**src/rtl/mem_arb_pkg.sv**
```systemverilog
// Shared types and constants for the memory request arbiter.
package mem_arb_pkg;

    localparam int unsigned DATA_W = 32;

    typedef enum logic [2:0] {
        STARTUP,
        IDLE,
        WAIT,
        RECOVER,
        DRAIN
    } arb_state_t;

    localparam logic [1:0] MC_ST_ERROR = 2'd0;
    localparam logic [1:0] MC_ST_BUSY  = 2'd1;
    localparam logic [1:0] MC_ST_DONE  = 2'd2;

    // One request as presented on the MemoryController port.
    typedef struct packed {
        logic [DATA_W-1:0] addr;
        logic [DATA_W-1:0] wdata;
        logic              write;
        logic              virt;
        logic              exec;
    } mc_req_t;

endpackage

```
**src/rtl/rr_pick.sv**
```systemverilog
// Round-robin picker: first valid requester scanning upward from ptr+1 with wrap.
module rr_pick #(
    parameter int unsigned NUM_REQ = 2,
    localparam int unsigned IDX_W = $clog2(NUM_REQ)
) (
    input  logic [NUM_REQ-1:0] valid,
    input  logic [IDX_W-1:0]   ptr,
    output logic [NUM_REQ-1:0] grant_c,
    output logic [IDX_W-1:0]   idx_c,
    output logic               any_c
);

    // Walk offsets from farthest to nearest so the nearest valid candidate wins.
    always_comb begin
        grant_c = '0;
        idx_c   = '0;
        any_c   = 1'b0;
        for (int off = int'(NUM_REQ); off > 0; off--) begin
            int cand;
            cand = (int'(ptr) + off) % int'(NUM_REQ);
            if (valid[IDX_W'(cand)]) begin
                grant_c                 = '0;
                grant_c[IDX_W'(cand)]   = 1'b1;
                idx_c                   = IDX_W'(cand);
                any_c                   = 1'b1;
            end
        end
    end

endmodule

```
**src/rtl/mem_request_arbiter.sv**
```systemverilog
// Round-robin sequencer sharing the single MemoryController request port,
// with startup drain, post-error recovery and completion watchdog.
module mem_request_arbiter
    import mem_arb_pkg::*;
#(
    parameter int unsigned NUM_REQ        = 2,
    parameter int unsigned TIMEOUT_CYCLES = 64,
    parameter int unsigned STARTUP_CYCLES = 8
) (
    input  logic                      clk,
    input  logic                      reset,
    input  logic [NUM_REQ-1:0]        reqValid,
    input  logic [NUM_REQ*DATA_W-1:0] reqAddr,
    input  logic [NUM_REQ*DATA_W-1:0] reqWData,
    input  logic [NUM_REQ-1:0]        reqWrite,
    input  logic [NUM_REQ-1:0]        reqVirtual,
    input  logic [NUM_REQ-1:0]        reqExec,
    output logic [NUM_REQ-1:0]        reqAck,
    output logic [NUM_REQ-1:0]        rspValid,
    output logic [DATA_W-1:0]         rspData,
    output logic                      rspError,
    output logic [DATA_W-1:0]         mcRamAddress,
    output logic [DATA_W-1:0]         mcRamIn,
    output logic                      mcRequest,
    output logic                      mcWriteEnable,
    output logic                      mcAddrVirtual,
    output logic                      mcExecMode,
    input  logic [DATA_W-1:0]         mcRamOut,
    input  logic [1:0]                mcStatus
);

    localparam int unsigned IDX_W   = $clog2(NUM_REQ);
    localparam int unsigned CNT_MAX = (TIMEOUT_CYCLES > STARTUP_CYCLES) ? TIMEOUT_CYCLES
                                                                        : STARTUP_CYCLES;
    localparam int unsigned CNT_W   = $clog2(CNT_MAX + 1);

    arb_state_t           state_q, state_d;
    logic [CNT_W-1:0]     cnt_q, cnt_d;
    logic [IDX_W-1:0]     ptr_q, ptr_d;
    logic [NUM_REQ-1:0]   gnt_q, gnt_d;
    logic [NUM_REQ-1:0]   ack_q, ack_d;
    logic [NUM_REQ-1:0]   rsp_valid_q, rsp_valid_d;
    logic [DATA_W-1:0]    rsp_data_q, rsp_data_d;
    logic                 rsp_err_q, rsp_err_d;
    mc_req_t              mc_q, mc_d;
    logic                 mc_req_q, mc_req_d;

    logic [NUM_REQ-1:0]   pick_gnt_c;
    logic [IDX_W-1:0]     pick_idx_c;
    logic                 pick_any_c;
    mc_req_t              req_arr [NUM_REQ];

    // Unpack the flat per-requester buses into one payload per slot.
    for (genvar i = 0; i < int'(NUM_REQ); i++) begin : g_slot
        assign req_arr[i] = '{
            addr:  reqAddr[DATA_W*i +: DATA_W],
            wdata: reqWData[DATA_W*i +: DATA_W],
            write: reqWrite[i],
            virt:  reqVirtual[i],
            exec:  reqExec[i]
        };
    end

    rr_pick #(
        .NUM_REQ (NUM_REQ)
    ) u_rr_pick (
        .valid   (reqValid),
        .ptr     (ptr_q),
        .grant_c (pick_gnt_c),
        .idx_c   (pick_idx_c),
        .any_c   (pick_any_c)
    );

    always_ff @(posedge clk or negedge reset) begin
        if (!reset) begin
            state_q     <= STARTUP;
            cnt_q       <= '0;
            ptr_q       <= IDX_W'(NUM_REQ - 1);
            gnt_q       <= '0;
            ack_q       <= '0;
            rsp_valid_q <= '0;
            rsp_data_q  <= '0;
            rsp_err_q   <= 1'b0;
            mc_q        <= '0;
            mc_req_q    <= 1'b0;
        end else begin
            state_q     <= state_d;
            cnt_q       <= cnt_d;
            ptr_q       <= ptr_d;
            gnt_q       <= gnt_d;
            ack_q       <= ack_d;
            rsp_valid_q <= rsp_valid_d;
            rsp_data_q  <= rsp_data_d;
            rsp_err_q   <= rsp_err_d;
            mc_q        <= mc_d;
            mc_req_q    <= mc_req_d;
        end
    end

    // Next state and next registered outputs; pulses default low, payloads hold.
    always_comb begin
        state_d     = state_q;
        cnt_d       = cnt_q;
        ptr_d       = ptr_q;
        gnt_d       = gnt_q;
        ack_d       = '0;
        rsp_valid_d = '0;
        rsp_data_d  = rsp_data_q;
        rsp_err_d   = rsp_err_q;
        mc_d        = mc_q;
        mc_req_d    = 1'b0;

        case (state_q)
            STARTUP: begin
                if (cnt_q == CNT_W'(STARTUP_CYCLES - 1)) begin
                    cnt_d   = '0;
                    state_d = IDLE;
                end else begin
                    cnt_d = cnt_q + CNT_W'(1);
                end
            end
            IDLE: begin
                if (pick_any_c) begin
                    gnt_d    = pick_gnt_c;
                    ptr_d    = pick_idx_c;
                    ack_d    = pick_gnt_c;
                    mc_d     = req_arr[pick_idx_c];
                    mc_req_d = 1'b1;
                    cnt_d    = '0;
                    state_d  = WAIT;
                end
            end
            WAIT: begin
                cnt_d = cnt_q + CNT_W'(1);
                // A real status in the expiry cycle takes precedence over the watchdog.
                if (mcStatus == MC_ST_DONE) begin
                    rsp_valid_d = gnt_q;
                    rsp_data_d  = mc_q.write ? '0 : mcRamOut;
                    rsp_err_d   = 1'b0;
                    state_d     = IDLE;
                end else if (mcStatus == MC_ST_ERROR) begin
                    rsp_valid_d = gnt_q;
                    rsp_data_d  = '0;
                    rsp_err_d   = 1'b1;
                    state_d     = RECOVER;
                end else if (cnt_q == CNT_W'(TIMEOUT_CYCLES - 1)) begin
                    rsp_valid_d = gnt_q;
                    rsp_data_d  = '0;
                    rsp_err_d   = 1'b1;
                    state_d     = DRAIN;
                end
            end
            RECOVER: begin
                state_d = IDLE;
            end
            DRAIN: begin
                // The late completion is swallowed; the requester already saw an error.
                if (mcStatus == MC_ST_DONE || mcStatus == MC_ST_ERROR) begin
                    state_d = RECOVER;
                end
            end
            default: begin
                state_d = STARTUP;
                cnt_d   = '0;
            end
        endcase
    end

    assign reqAck        = ack_q;
    assign rspValid      = rsp_valid_q;
    assign rspData       = rsp_data_q;
    assign rspError      = rsp_err_q;
    assign mcRamAddress  = mc_q.addr;
    assign mcRamIn       = mc_q.wdata;
    assign mcRequest     = mc_req_q;
    assign mcWriteEnable = mc_q.write;
    assign mcAddrVirtual = mc_q.virt;
    assign mcExecMode    = mc_q.exec;

endmodule

```
**config.mk**
```make
export PLATFORM = sky130hd
export DESIGN_NAME = mem_request_arbiter
export DESIGN_NICKNAME = d
export VERILOG_FILES = /design/src/rtl/mem_arb_pkg.sv /design/src/rtl/rr_pick.sv /design/src/rtl/mem_request_arbiter.sv
export SDC_FILE = /design/constraint.sdc
export NUM_CORES = 1
export LEC_CHECK = 0
export CAP_MARGIN = 20
export CORE_MARGIN = 1.5
export CORE_UTILIZATION = 40
export CTS_CLUSTER_DIAMETER = 60
export CTS_CLUSTER_SIZE = 14
export DETAILED_ROUTE_END_ITERATION = 10
export DONT_BUFFER_PORTS = 1
export GPL_ROUTABILITY_DRIVEN = 0
export PLACE_DENSITY = 0.6
export SETUP_SLACK_MARGIN = 0.2
export SLEW_MARGIN = 0
export SYNTH_ARGS = -nofsm -noshare
export SYNTH_HDL_FRONTEND = slang
export SYNTH_SLANG_ARGS = --single-unit
```
**constraint.sdc**
```tcl
create_clock -name clk -period 2.6 [get_ports clk]
set_input_delay 0.52 -clock clk [delete_from_list [all_inputs] [get_ports clk]]
set_output_delay 0.52 -clock clk [all_outputs]
set_load 0.005 [all_outputs]
```
==> metrics.md <==
| Metric | Value |
|---|---|
| CTS tree | `built` |
| Core outline area | `12,100 µm²` |
| Die H | `115 µm` |
| Worst-path fanout max | `33` |
| Share of cells above drive strength 1 | `8.97%` |
| Register area share after synthesis | `57.8%` |
| Die area | `13,200 µm²` |
| Peak supply drop | `624 µV` |
| Post-synth EDFFs | `0` |
| Seq cells post-synth | `116` |
| Top-count cell post-synth | `dfrtp_1` |
| Reg2reg end | `rspData[5]$_DFFE_PN0P_` |
| Std cell rows | `40` |
| Failing checks | `negative hold slack` |
| H-tree Lvls | `4` |
| Largest net degree at the start of global routing | `117` |
| Outcome | `finished with violations` |
| Post-DP HPWL | `7.60 mm` |
| Critical path capture point type | `flip-flop` |
| Layout overhead on the synthesized area | `16.3%` |
| Die Width | `115 µm` |
| R2R depth | `6` |
| Power Dens Cells | `1320 nW/µm²` |
| Pre-CTS setup slack | `0.336 ns` |
| Post-CTS Setup Bufs | `0` |
| Area share of the largest cell type after synthesis | `57.3%` |
| Filler Cells Inserted | `1,090` |
| Initial DRC count | `172` |
| Required @ worst endpoint | `2.89 ns` |
| IO buf count | `0` |
| FMAX | `0.505 GHz` |
| Num CTS Buffers | `17` |
| Kind of critical path | `flip-flop to flip-flop` |
| Mapped Cells | `453` |
| First-pass GRT wire length | `16.5 mm` |
| Post-synth ARST share | `100%` |
| Crit-path cells | `ha_1 > nand3_2 > or3_1 > a21o_1 > buf_16 > a22o_1` |
| R2r startpoint | `cnt_q[0]$_DFFE_PN0P_` |
| CTS max path bufs | `2` |
| First-pass DRT Iterations | `4` |
| Ys Warns | `0` |
| GR Overflow Total | `0` |
| Top FF cell, synth | `dfrtp_1` |
| Synthesized area per cell | `11.1 µm²` |
| RSZ-0062 raised after global routing | `false` |
| Worst hold slack | `-0.200 ns` |
| Clk sinks | `116` |
| Post-synthesis cell type count | `38` |
| Final setup viols | `0` |
| Initial antenna violation count | `0` |
| DR vias | `3,388` |
| Root Buffer | `clkbuf_16` |
| Residual DRC | `0` |
| Post-Route Utilization | `48.2%` |
| Crit path DAT | `2.27 ns` |
| Gr usage total | `16.7%` |
| Nets | `618` |
| Max-Cap Viols | `0` |
| Crit start category | `flip-flop` |
| Slowest cell delay on critical path | `0.39 ns` |
| Initial core utilization | `41.5%` |
| Fin. Hold Viols | `116` |
| ANT nets after route | `0` |
| Clk pin slew, worst setup/hold paths | `0.05 ns` |
| Pwr Total | `7.69 mW` |
| Post-Synthesis Cell Area | `5020 µm²` |
| Final setup margin | `0.621 ns` |
| Via-to-Cell Ratio | `5.42` |
| Setup Skew | `0.00697 ns` |
| Most frequent cells after synthesis | `115 x dfrtp_1, 75 x a21oi_1, 72 x nor2_1` |
| Antenna Cells | `0` |
| Vias in the first global route | `3,212` |
| CP max-delay cell | `dfrtp_1` |
| Crit share post-route | `76.1%` |
| Top Ports | `277` |
| Per-cell routed wire length | `17.7 µm` |
| Max-slew violations | `0` |
| Hold WC Path Type | `primary input to async pin` |
| P_leak | `2.82 nW` |
| Final wirelength | `11.1 mm` |
| Synth area leaders | `dfrtp_1 57%, mux2i_1 14%, a21oi_1 7.5%, a22o_1 5.9%, nor2_1 5.4%` |
| Latest clock arrival within the worst-skew pair | `0.41 ns` |
| Quantity of gates resized following cts | `0` |
| Setup TNS | `0 ns` |
| Leading area contributor after synthesis | `dfrtp_1` |
| Reg2Reg Setup Slack | `0.62 ns` |
| Min cycle time layout | `1.98 ns` |
-- logic make-up after synthesis --
family,share of synthesized area [%]
muxes,13.5
adders and majority gates,0.249
DFF,57.8
other,0.0746
xor gates and xnor gates,0.174
and+or+nand+nor,8.79
buffers and inverters,3.71
AOI/OAI and AO/OA,15.7
-- power breakdown --
group	leakage, nW	internal [mW]	switching, mW
sequential	1.41	2.65	0.726
combinational	1.10	0.858	0.891
clock	0.309	1.75	0.815
total	2.82	5.26	2.43
-- per-layer routing --
metal	vias up	part of all wire, %	track usage (%)
met3	18	8.9	7.17
met4	0	2.2	8.23
li1	1588	-	-
met1	1603	39	19.3
met5	-	0	0
met2	179	49	26.5
-- metrics by stage --
stage	cell area (µm²)	std cells
2_1_floorplan	5030	454
3_3_place_gp	5160	593
3_5_place_dp	5160	593
4_1_cts	5820	624
5_1_grt	5840	625
6_report	5840	625
-- cell usage in the layout, fill, tap and decap left out, types with 3 or more instances in the layout --
master        n
dfrtp_1     115
nand2b_1      3
clkinvlp_4    3
a21oi_1      75
nand2_1       7
nor3_1        3
nor2_1       70
buf_12        3
inv_1         4
mux2i_1      68
clkbuf_16    17
bufinv_16     5
nand3_1       3
nor2b_1       4
o21ai_0       4
a22o_1       34
-- worst max-delay path by stage --
stage                         start                 endpoint  cells past startpoint
2_1_floorplan  cnt_q[0]$_DFFE_PN0P_  rspData[10]$_DFFE_PN0P_                      7
3_3_place_gp   cnt_q[0]$_DFFE_PN0P_  rspData[19]$_DFFE_PN0P_                      5
3_5_place_dp   cnt_q[0]$_DFFE_PN0P_  rspData[10]$_DFFE_PN0P_                      5
4_1_cts        cnt_q[0]$_DFFE_PN0P_  rspData[10]$_DFFE_PN0P_                      5
5_1_grt        cnt_q[0]$_DFFE_PN0P_  rspData[19]$_DFFE_PN0P_                      6
6_report       cnt_q[0]$_DFFE_PN0P_   rspData[5]$_DFFE_PN0P_                      6
-- critical path: cells and delay by family (launching register included) --
family	cells	cell delay, ns
AOI/OAI and AO/OA	2	0.51
adders and majority gates	1	0.24
buffers and inverters	1	0.19
DFF	1	0.39
and+or+nand+nor	2	0.52
-- area by class of cell --
cell class / instances / area (µm²) / share of cell area [%]
tap: 168 / 210 / 3.60
timing repair buffer: 6 / 103 / 1.76
inverter: 4 / 15.0 / 0.257
sequential: 116 / 2900 / 49.7
multi-input combinational: 300 / 1960 / 33.5
clock inverter: 11 / 199 / 3.40
clock buffer: 20 / 457 / 7.82
-- registers in the layout (all words and copies together) (netlist names), 2 cells and up --
| signal | cells |
|---|---|
| cnt_q | 7 |
| mcRamAddress | 32 |
| mcRamIn | 32 |
| rspData | 32 |
| rspValid | 2 |
| state_q | 3 |
Power figures use the tool's default switching activity.
